$ cat src/rtl/wincrop.sv
// wincrop: crops a rectangular window out of an AXI-Stream video frame.
// Optional build macro: WINCROP_CLAMP_EN -- validates the window against the
// source frame size at each fsync and clamps width/height to the frame edge.
module wincrop #(
  parameter int C_PIXEL_WIDTH = 8,
  parameter int C_RESO_WIDTH  = 10
) (
  input  logic                     clk,
  input  logic                     reset,
  input  logic                     fsync,
  input  logic [C_RESO_WIDTH-1:0]  s_width,
  input  logic [C_RESO_WIDTH-1:0]  s_height,
  input  logic [C_RESO_WIDTH-1:0]  win_left,
  input  logic [C_RESO_WIDTH-1:0]  win_top,
  input  logic [C_RESO_WIDTH-1:0]  win_width,
  input  logic [C_RESO_WIDTH-1:0]  win_height,
  input  logic                     s_axis_tvalid,
  input  logic [C_PIXEL_WIDTH-1:0] s_axis_tdata,
  input  logic                     s_axis_tuser,
  input  logic                     s_axis_tlast,
  output logic                     s_axis_tready,
  output logic                     m_axis_tvalid,
  output logic [C_PIXEL_WIDTH-1:0] m_axis_tdata,
  output logic                     m_axis_tuser,
  output logic                     m_axis_tlast,
  input  logic                     m_axis_tready,
  output logic                     cfg_err
);

  localparam int RW = C_RESO_WIDTH;

  typedef enum logic [1:0] {IDLE, WAIT_SOF, RUN, DONE} state_t;

  state_t        state, state_nx;
  logic [RW-1:0] x_cnt, y_cnt;
  logic [RW-1:0] lat_left, lat_top, lat_width, lat_height;
  logic          sof_pend;

  logic          win_err;
  logic [RW-1:0] eff_width, eff_height;

  logic          beat_sof, processed, in_win, last_x, last_y, accept, beat_first;
  logic [RW-1:0] px, py;
  logic [RW:0]   x_end, y_end;

`ifdef WINCROP_CLAMP_EN
  logic [RW-1:0] room_w, room_h;

  // Window validation and clamping against the source frame
  always_comb begin
    win_err    = (win_left >= s_width) || (win_top >= s_height) ||
                 (win_width == '0) || (win_height == '0);
    room_w     = s_width - win_left;
    room_h     = s_height - win_top;
    eff_width  = (win_width  < room_w) ? win_width  : room_w;
    eff_height = (win_height < room_h) ? win_height : room_h;
  end

  // Error flag captured at every fsync
  always_ff @(posedge clk or posedge reset) begin
    if (reset)      cfg_err <= 1'b0;
    else if (fsync) cfg_err <= win_err;
  end
`else
  logic unused_reso;

  // Window used as given; frame size is not needed
  always_comb begin
    win_err    = 1'b0;
    eff_width  = win_width;
    eff_height = win_height;
  end

  assign unused_reso = ^{s_width, s_height};
  assign cfg_err     = 1'b0;
`endif

  // Position of the presented beat and its window membership
  always_comb begin
    beat_sof   = s_axis_tuser && (state != IDLE);
    processed  = (state == RUN) || beat_sof;
    px         = beat_sof ? '0 : x_cnt;
    py         = beat_sof ? '0 : y_cnt;
    x_end      = {1'b0, lat_left} + {1'b0, lat_width};
    y_end      = {1'b0, lat_top}  + {1'b0, lat_height};
    in_win     = processed &&
                 (px >= lat_left) && ({1'b0, px} < x_end) &&
                 (py >= lat_top)  && ({1'b0, py} < y_end);
    last_x     = ({1'b0, px} + (RW+1)'(1)) == x_end;
    last_y     = ({1'b0, py} + (RW+1)'(1)) == y_end;
    beat_first = beat_sof || sof_pend;
    if (state == IDLE)
      s_axis_tready = 1'b0;
    else if (in_win)
      s_axis_tready = !m_axis_tvalid || m_axis_tready;
    else
      s_axis_tready = 1'b1;
    accept = s_axis_tvalid && s_axis_tready;
  end

  // Next-state logic; fsync overrides everything
  always_comb begin
    state_nx = state;
    if (fsync)
      state_nx = win_err ? IDLE : WAIT_SOF;
    else if (accept && processed)
      state_nx = (in_win && last_x && last_y) ? DONE : RUN;
  end

  // State register
  always_ff @(posedge clk or posedge reset) begin
    if (reset) state <= IDLE;
    else       state <= state_nx;
  end

  // Window latch, pixel counters and start-of-frame tracking
  always_ff @(posedge clk or posedge reset) begin
    if (reset) begin
      x_cnt      <= '0;
      y_cnt      <= '0;
      lat_left   <= '0;
      lat_top    <= '0;
      lat_width  <= '0;
      lat_height <= '0;
      sof_pend   <= 1'b0;
    end else if (fsync) begin
      x_cnt      <= '0;
      y_cnt      <= '0;
      lat_left   <= win_left;
      lat_top    <= win_top;
      lat_width  <= eff_width;
      lat_height <= eff_height;
      sof_pend   <= 1'b1;
    end else if (accept && processed) begin
      // A tuser beat restarts counting from (0,0) before advancing
      if (s_axis_tlast) begin
        x_cnt <= '0;
        y_cnt <= py + RW'(1);
      end else begin
        x_cnt <= px + RW'(1);
        y_cnt <= py;
      end
      sof_pend <= in_win ? 1'b0 : beat_first;
    end
  end

  // Output register: one-cycle latency, holds until consumed
  always_ff @(posedge clk or posedge reset) begin
    if (reset) begin
      m_axis_tvalid <= 1'b0;
      m_axis_tdata  <= '0;
      m_axis_tuser  <= 1'b0;
      m_axis_tlast  <= 1'b0;
    end else if (fsync) begin
      m_axis_tvalid <= 1'b0;
      m_axis_tuser  <= 1'b0;
      m_axis_tlast  <= 1'b0;
    end else if (accept && in_win) begin
      m_axis_tvalid <= 1'b1;
      m_axis_tdata  <= s_axis_tdata;
      m_axis_tuser  <= beat_first;
      m_axis_tlast  <= last_x;
    end else if (m_axis_tready) begin
      m_axis_tvalid <= 1'b0;
      m_axis_tuser  <= 1'b0;
      m_axis_tlast  <= 1'b0;
    end
  end

endmodule

$ cat config.mk
export PLATFORM = sky130hd
export DESIGN_NAME = wincrop
export DESIGN_NICKNAME = d
export VERILOG_FILES = /design/src/rtl/wincrop.sv
export SDC_FILE = /design/constraint.sdc
export NUM_CORES = 1
export LEC_CHECK = 0
export BUFFER_PORTS_ARGS = -buffer_cell sky130_fd_sc_hd__buf_2
export CORE_MARGIN = 2
export CORE_UTILIZATION = 45
export DETAILED_ROUTE_END_ITERATION = 7
export GPL_TIMING_DRIVEN = 0
export MAX_ROUTING_LAYER = met4
export PLACE_DENSITY = 0.75
export SYNTH_ARGS = -nofsm -noshare
export SYNTH_HDL_FRONTEND = slang
export SYNTH_SLANG_ARGS = --single-unit
$ cat constraint.sdc
create_clock -name clk -period 8.7 [get_ports clk]
set_clock_uncertainty 0.05 [all_clocks]
set_input_delay 1.74 -clock clk [delete_from_list [all_inputs] [get_ports clk]]
set_output_delay 1.74 -clock clk [all_outputs]
set_load 0.02 [all_outputs]
### Yosys cells after proc, flatten, opt, wreduce, memory -nomap -nowiden

Cells that the tools add are included.

| word-level totals | value |
|---|---|
| memories kept | 0 |
| latch bits | 0 |
| input bits | 75 |
| word-level logic and storage cells | 68 |
| register bits | 74 |
| bits in read-only memories | 0 |
| bits in writable memories | 0 |

| operators by class | value |
|---|---|
| $lt $le $gt $ge | 4 |
| eq/ne operators | 3 |
| muxes and demuxes | 23 |
| divide/modulo/power cells | 0 |
| multiply operators | 0 |
| $add $sub $neg | 6 |
| bitwise gates (word level) | 1 |
| reductions and logical operators | 19 |
| shift operators | 0 |

Operator list:

| operator | count |
|---|---|
| 10-bit two-way mux | 8 |
| 10-bit by 1-bit adder with 11-bit output, second input constant | 2 |
| 10-bit by 10-bit adder with 11-bit output | 2 |
| 11-bit equality test | 2 |
| 10-bit by 11-bit less-than comparator with 1-bit output | 2 |
| 10-bit by 1-bit adder with 10-bit output, second input constant | 2 |
| 10-bit greater-or-equal comparator | 2 |
| 1-bit two-way mux | 13 |
| 1-bit logical AND | 10 |
| 2-bit two-way mux | 2 |
| 2-bit nonzero test | 2 |
| 1-bit logical OR | 3 |
| 3-bit nonzero test | 1 |
| 2-bit equality test, second input constant | 1 |
| 2-bit logical NOT | 1 |
| 2-bit AND reduction | 1 |
| 1-bit logical NOT | 1 |
| 1-bit NOT | 1 |

### Logic depth before layout (Yosys ltp)

| logic depth | value |
|---|---|
| depth after elaboration | 14 |
| depth in mapped cells | 17 |

### Worst setup path after synthesis

Ideal clock, no wire load.

| timing | value |
|---|---|
| kind | in2out |
| start point | input port s_axis_tuser |
| end point | output port s_axis_tready |
| buffers on the path | 2 |
| slack | 2.766 ns |
| cell stages on the path | 11 |
| arrival time | 4.144 ns |
| cell sequence | o21ai_0 > clkbuf_1 > clkbuf_1 > nand2_1 > ha_1 > nand2b_1 > a31oi_1 > o21ai_0 > a21oi_1 > or4b_4 > o32a_2 |

| on the way | value |
|---|---|
| cells in the longest elaborated chain, start to end | 9 |
| elaborated cells between the ends (all ways) | 14 |

Ends and longest elaborated chain:

| item | line | source |
|---|---|---|
| start, declared | 19 | `input logic s_axis_tuser,` |
| 1-bit logical AND * | 80 | `beat_sof = s_axis_tuser && (state != IDLE);` |
| 10-bit two-way mux | 82 | `px = beat_sof ? '0 : x_cnt;` |
| 10-bit greater-or-equal comparator | 87 | `(px >= lat_left) && ({1'b0, px} < x_end) &&` |
| 1-bit logical AND | 86 | `in_win = processed &&` |
| 1-bit logical AND (2 in a row) | 87 |  |
| 1-bit logical AND * | 88 | `(py >= lat_top) && ({1'b0, py} < y_end);` |
| 1-bit two-way mux * | 94 | `else if (in_win)` |
| 1-bit two-way mux * | 92 | `if (state == IDLE)` |
| end, declared | 21 | `output logic s_axis_tready,` |

Mark *: on every way between the ends. The rest lies on a longest branch, timed or not.

### Final worst setup path

Same ends and word-level chain as after synthesis.

==> impl_metrics.xml <==
<?xml version="1.0" encoding="UTF-8"?>
<metrics>
  <group name="run_status">
    <metric name="run_status" unit="">completed</metric>
  </group>
  <group name="logic_synthesis">
    <metric name="yosysTopAreaCellShare" unit="%">33.2</metric>
    <metric name="synthesis.nets" unit="">745</metric>
    <metric name="synthesis.yosys.warnings" unit="">0</metric>
    <metric name="synth_async_reset_ratio" unit="%">100</metric>
    <metric name="yosys.cell_types.count" unit="">68</metric>
    <metric name="syn_avg_cell_area" unit="um^2">9.20</metric>
    <metric name="synth_largest_area_cell" unit="">sky130_fd_sc_hd__dfrtp_1</metric>
    <metric name="ys_seq_area_share" unit="%">33.2</metric>
    <metric name="number_of_enable_flip_flop_cells_after_synthesis" unit="">0</metric>
    <metric name="syn-instance-count" unit="">606</metric>
    <metric name="postSynth.topFlopCell" unit="">sky130_fd_sc_hd__dfrtp_1</metric>
    <metric name="synth.area.top_cells" unit="">sky130_fd_sc_hd__dfrtp_1 (33%), sky130_fd_sc_hd__ha_1 (14%), sky130_fd_sc_hd__mux2_2 (4.4%), sky130_fd_sc_hd__xnor2_1 (4.2%), sky130_fd_sc_hd__o21ai_0 (3.7%)</metric>
    <metric name="post_synthesis_register_bit_count" unit="">74</metric>
    <metric name="syn_area" unit="um^2">5580</metric>
  </group>
  <group name="sta">
    <metric name="setup_tns" unit="ps">0</metric>
    <metric name="period_needed" unit="ps">7220</metric>
    <metric name="timing_max_transition_violations_final" unit="">0</metric>
    <metric name="clock.fmax" unit="MHz">139</metric>
    <metric name="rsz0062_at_grt" unit="">no</metric>
    <metric name="worst_slack_setup_final" unit="ps">1480</metric>
    <metric name="timing.final.crit_share" unit="%">82.9</metric>
    <metric name="setup_viol" unit="">0</metric>
    <metric name="slew_headroom" unit="%">41.4</metric>
    <metric name="finalHoldViolCount" unit="">0</metric>
    <metric name="tightest_slew" unit="ps">870</metric>
  </group>
  <group name="route">
    <metric name="vias" unit="">4827</metric>
    <metric name="post_drt_via_cell_ratio" unit="">5.64</metric>
    <metric name="drt_wl_total" unit="mm">14.6</metric>
    <metric name="first_pass_iters" unit="">5</metric>
    <metric name="wire_per_inst" unit="um">17.1</metric>
    <metric name="post-route-drc-count" unit="">0</metric>
    <metric name="antenna_left" unit="">0</metric>
    <metric name="drt_iter0_markers" unit="">253</metric>
  </group>
  <group name="power_and_ir_drop">
    <metric name="total_leakage_power" unit="uW">0.00300</metric>
    <metric name="power.density" unit="nW/um^2">167</metric>
    <metric name="seqPwrFrac" unit="%">35.1</metric>
    <metric name="share_clk_of_total_power" unit="%">37.3</metric>
    <metric name="power.combinational.fraction" unit="%">27.6</metric>
    <metric name="vdd_ir_drop_max" unit="mV">0.0928</metric>
    <metric name="swShare" unit="%">31.4</metric>
    <metric name="switchingPower" unit="uW">337</metric>
    <metric name="power.internal" unit="uW">739</metric>
  </group>
  <group name="floorplan">
    <metric name="initial_core_utilization" unit="%">46.2</metric>
    <metric name="fp-row-count" unit="">40</metric>
    <metric name="core_area" unit="um^2">12100</metric>
    <metric name="die_span_y" unit="um">115</metric>
    <metric name="die_area" unit="um^2">13300</metric>
    <metric name="die-width" unit="um">115</metric>
    <metric name="ios" unit="">88</metric>
  </group>
  <group name="hold_path">
    <metric name="worst_hold_path_type" unit="">reg2reg</metric>
    <metric name="holdPathStages" unit="">1</metric>
  </group>
  <group name="placed_design">
    <metric name="detailed_place_hpwl" unit="mm">11.1</metric>
    <metric name="place.port_buffers" unit="">66</metric>
    <metric name="place_ws" unit="ps">1570</metric>
    <metric name="placed_cell_area" unit="um^2">6150</metric>
    <metric name="dp_cells" unit="">841</metric>
    <metric name="gpl.final_weighted_congestion" unit="">0.981</metric>
  </group>
  <group name="grt">
    <metric name="antenna_found_initial" unit="">0</metric>
    <metric name="vias_in_the_first_global_route" unit="">4952</metric>
    <metric name="grt-ovfl-total" unit="">0</metric>
    <metric name="global_route.usage.met1" unit="%">27.5</metric>
    <metric name="grt_max_degree" unit="">44</metric>
    <metric name="grt_first_pass_wirelength" unit="mm">23.7</metric>
    <metric name="grt_use_met2" unit="%">39.5</metric>
    <metric name="gr-usage-met3" unit="%">3.74</metric>
    <metric name="globalRoute.busiestLayer" unit="">met2</metric>
    <metric name="globalRouteTotalUtil" unit="%">23.5</metric>
  </group>
  <group name="critical_path">
    <metric name="critical_path.cell_chain" unit="">buf_2 &gt; o21ai_0 &gt; clkbuf_1 &gt; clkbuf_1 &gt; nand2_1 &gt; ha_1 &gt; nand2b_1 &gt; a31oi_1 &gt; o21ai_0 &gt; a21oi_1 &gt; or4b_4 &gt; o32a_2 &gt; buf_2</metric>
    <metric name="worst_setup_path_end_kind" unit="">output pin</metric>
    <metric name="worst_setup_path_start_kind" unit="">primary input</metric>
    <metric name="critPathMaxStageDelay" unit="ps">570</metric>
    <metric name="crit_arrival" unit="ps">5430</metric>
    <metric name="worst_path_dominant_cell_family" unit="">compound AO/OA/AOI/OAI gates</metric>
    <metric name="startpoint_to_endpoint_class_of_the_critical_path" unit="">in2out</metric>
    <metric name="critPathMaxFanout" unit="">10</metric>
    <metric name="critical_path_cell_count" unit="">13</metric>
    <metric name="reg2regPathDepth" unit="">15</metric>
    <metric name="critical_path.slowest_cell" unit="">sky130_fd_sc_hd__or4b_4</metric>
    <metric name="required" unit="ps">6910</metric>
    <metric name="critical_path_buf_inv_count" unit="">4</metric>
  </group>
  <group name="cts">
    <metric name="cts.clk_slew.worst_paths" unit="ps">60</metric>
    <metric name="clock_latency" unit="ps">350</metric>
    <metric name="tritoncts_clock_tree" unit="">built</metric>
    <metric name="clock-sinks" unit="">74</metric>
    <metric name="cts-htree-levels" unit="">3</metric>
    <metric name="ctsResizeCount" unit="">0</metric>
    <metric name="cts_max_path_buffers" unit="">2</metric>
    <metric name="cts.repair_timing.setup_buffer_count" unit="">0</metric>
    <metric name="ctsHoldBuffers" unit="">0</metric>
    <metric name="numCtsBuffers" unit="">9</metric>
    <metric name="ctsRootBufferMaster" unit="">sky130_fd_sc_hd__clkbuf_16</metric>
  </group>
  <group name="cells_and_area">
    <metric name="fin_nets" unit="">823</metric>
    <metric name="drive_gt1_share" unit="%">18.2</metric>
    <metric name="final_cell_count_no_fill" unit="">856</metric>
    <metric name="diodes" unit="">0</metric>
    <metric name="areaGrowthSynthToFinish" unit="%">15.8</metric>
    <metric name="fin_area" unit="um^2">6450</metric>
  </group>
  <group name="job">
    <metric name="number_of_max_cap_violations" unit="">0</metric>
  </group>
</metrics>
per-layer routing:
metal | vias up | share of wire [%]
met1 | 2309 | 42
met2 | 146 | 50
li1 | 2331 | -
met5 | - | 0
met3 | 41 | 5.5
met4 | 0 | 3.0
worst paths after layout:
check	slack, ps	start	to
min reg2reg	430	m_axis_tdata[6]$_DFFE_PP0P_	m_axis_tdata[6]$_DFFE_PP0P_
max reg2reg	3480	state[0]$_DFFE_PP0P_	x_cnt[1]$_DFFE_PP0P_
min in group asynchronous	1350	reset	lat_top[3]$_DFFE_PP0P_
max	1480	s_axis_tuser	s_axis_tready
min	430	m_axis_tdata[6]$_DFFE_PP0P_	m_axis_tdata[6]$_DFFE_PP0P_
max in group asynchronous	6680	reset	m_axis_tdata[7]$_DFFE_PP0P_
placed cells by master, fill, tap and decap left out, drive strengths merged, types with 4 or more instances in the layout:
master,n
a31oi,10
nor3,10
nand3,22
xnor2,27
nand3b,8
and2,18
ha,62
a211oi,8
nand4,8
o21a,6
nand2,54
dfrtp,74
a21oi,39
o21bai,7
o21ai,46
a21o,7
nor2,36
mux2,31
xor2,16
inv,32
buf,75
clkbuf,27
nor4,4
or3,5
o211ai,5
logic make-up after synthesis:
logic type | Yosys count | share of synthesized area (%)
other | 1 | 0.0673
and+or+nand+nor | 183 | 16.8
muxes | 31 | 6.33
adders and majority gates | 65 | 14.8
DFF | 74 | 33.2
xor gates and xnor gates | 44 | 7.16
buffers and inverters | 58 | 4.33
AOI/OAI and AO/OA | 150 | 17.3
state kept, by name (all words and copies together) (netlist names):
signal / flops
lat_height: 10
lat_left: 10
lat_top: 10
lat_width: 10
x_cnt: 10
y_cnt: 10
m_axis_tdata: 8
state: 2
m_axis_tlast: 1
m_axis_tuser: 1
m_axis_tvalid: 1
sof_pend: 1
final cells by class:
| type | instances | area [um^2] |
|---|---|---|
| buffer | 26 | 121 |
| clock buffer | 9 | 225 |
| clock inverter | 6 | 82.6 |
| fill | 1087 | 5610 |
| inverter | 32 | 123 |
| multi-input combinational | 474 | 3480 |
| sequential | 74 | 1850 |
| tap | 168 | 210 |
| timing repair buffer | 67 | 358 |
through the flow:
stage                     power (uW)  util, %  hold WS [ps]
after floorplan                  598        -           435
after global placement           660     50.7           414
after detailed placement         675     51.0           424
after CTS                       1080     53.5           437
after global routing            1130     53.5           460
final                           1080     53.5           432
Yosys cell counts, types with 10 or more instances:
master / count
sky130_fd_sc_hd__a21oi_1: 39
sky130_fd_sc_hd__a31oi_1: 10
sky130_fd_sc_hd__and2_1: 18
sky130_fd_sc_hd__clkbuf_1: 18
sky130_fd_sc_hd__dfrtp_1: 74
sky130_fd_sc_hd__ha_1: 62
sky130_fd_sc_hd__inv_1: 32
sky130_fd_sc_hd__mux2_2: 22
sky130_fd_sc_hd__nand2_1: 54
sky130_fd_sc_hd__nand3_1: 22
sky130_fd_sc_hd__nor2_1: 35
sky130_fd_sc_hd__nor3_1: 10
sky130_fd_sc_hd__o21ai_0: 41
sky130_fd_sc_hd__xnor2_1: 27
sky130_fd_sc_hd__xor2_1: 16
power by group through the flow:
| stage | Sequential (uW) | Combinational [uW] | Clock, uW |
|---|---|---|---|
| 6_report | 378 | 297 | 401 |
| 5_1_grt | 380 | 330 | 422 |
| 4_1_cts | 378 | 295 | 406 |
| 3_5_place_dp | 384 | 291 | 0 |
| 3_3_place_gp | 383 | 277 | 0 |
| 2_1_floorplan | 379 | 219 | 0 |
Power figures use the tool's default switching activity.
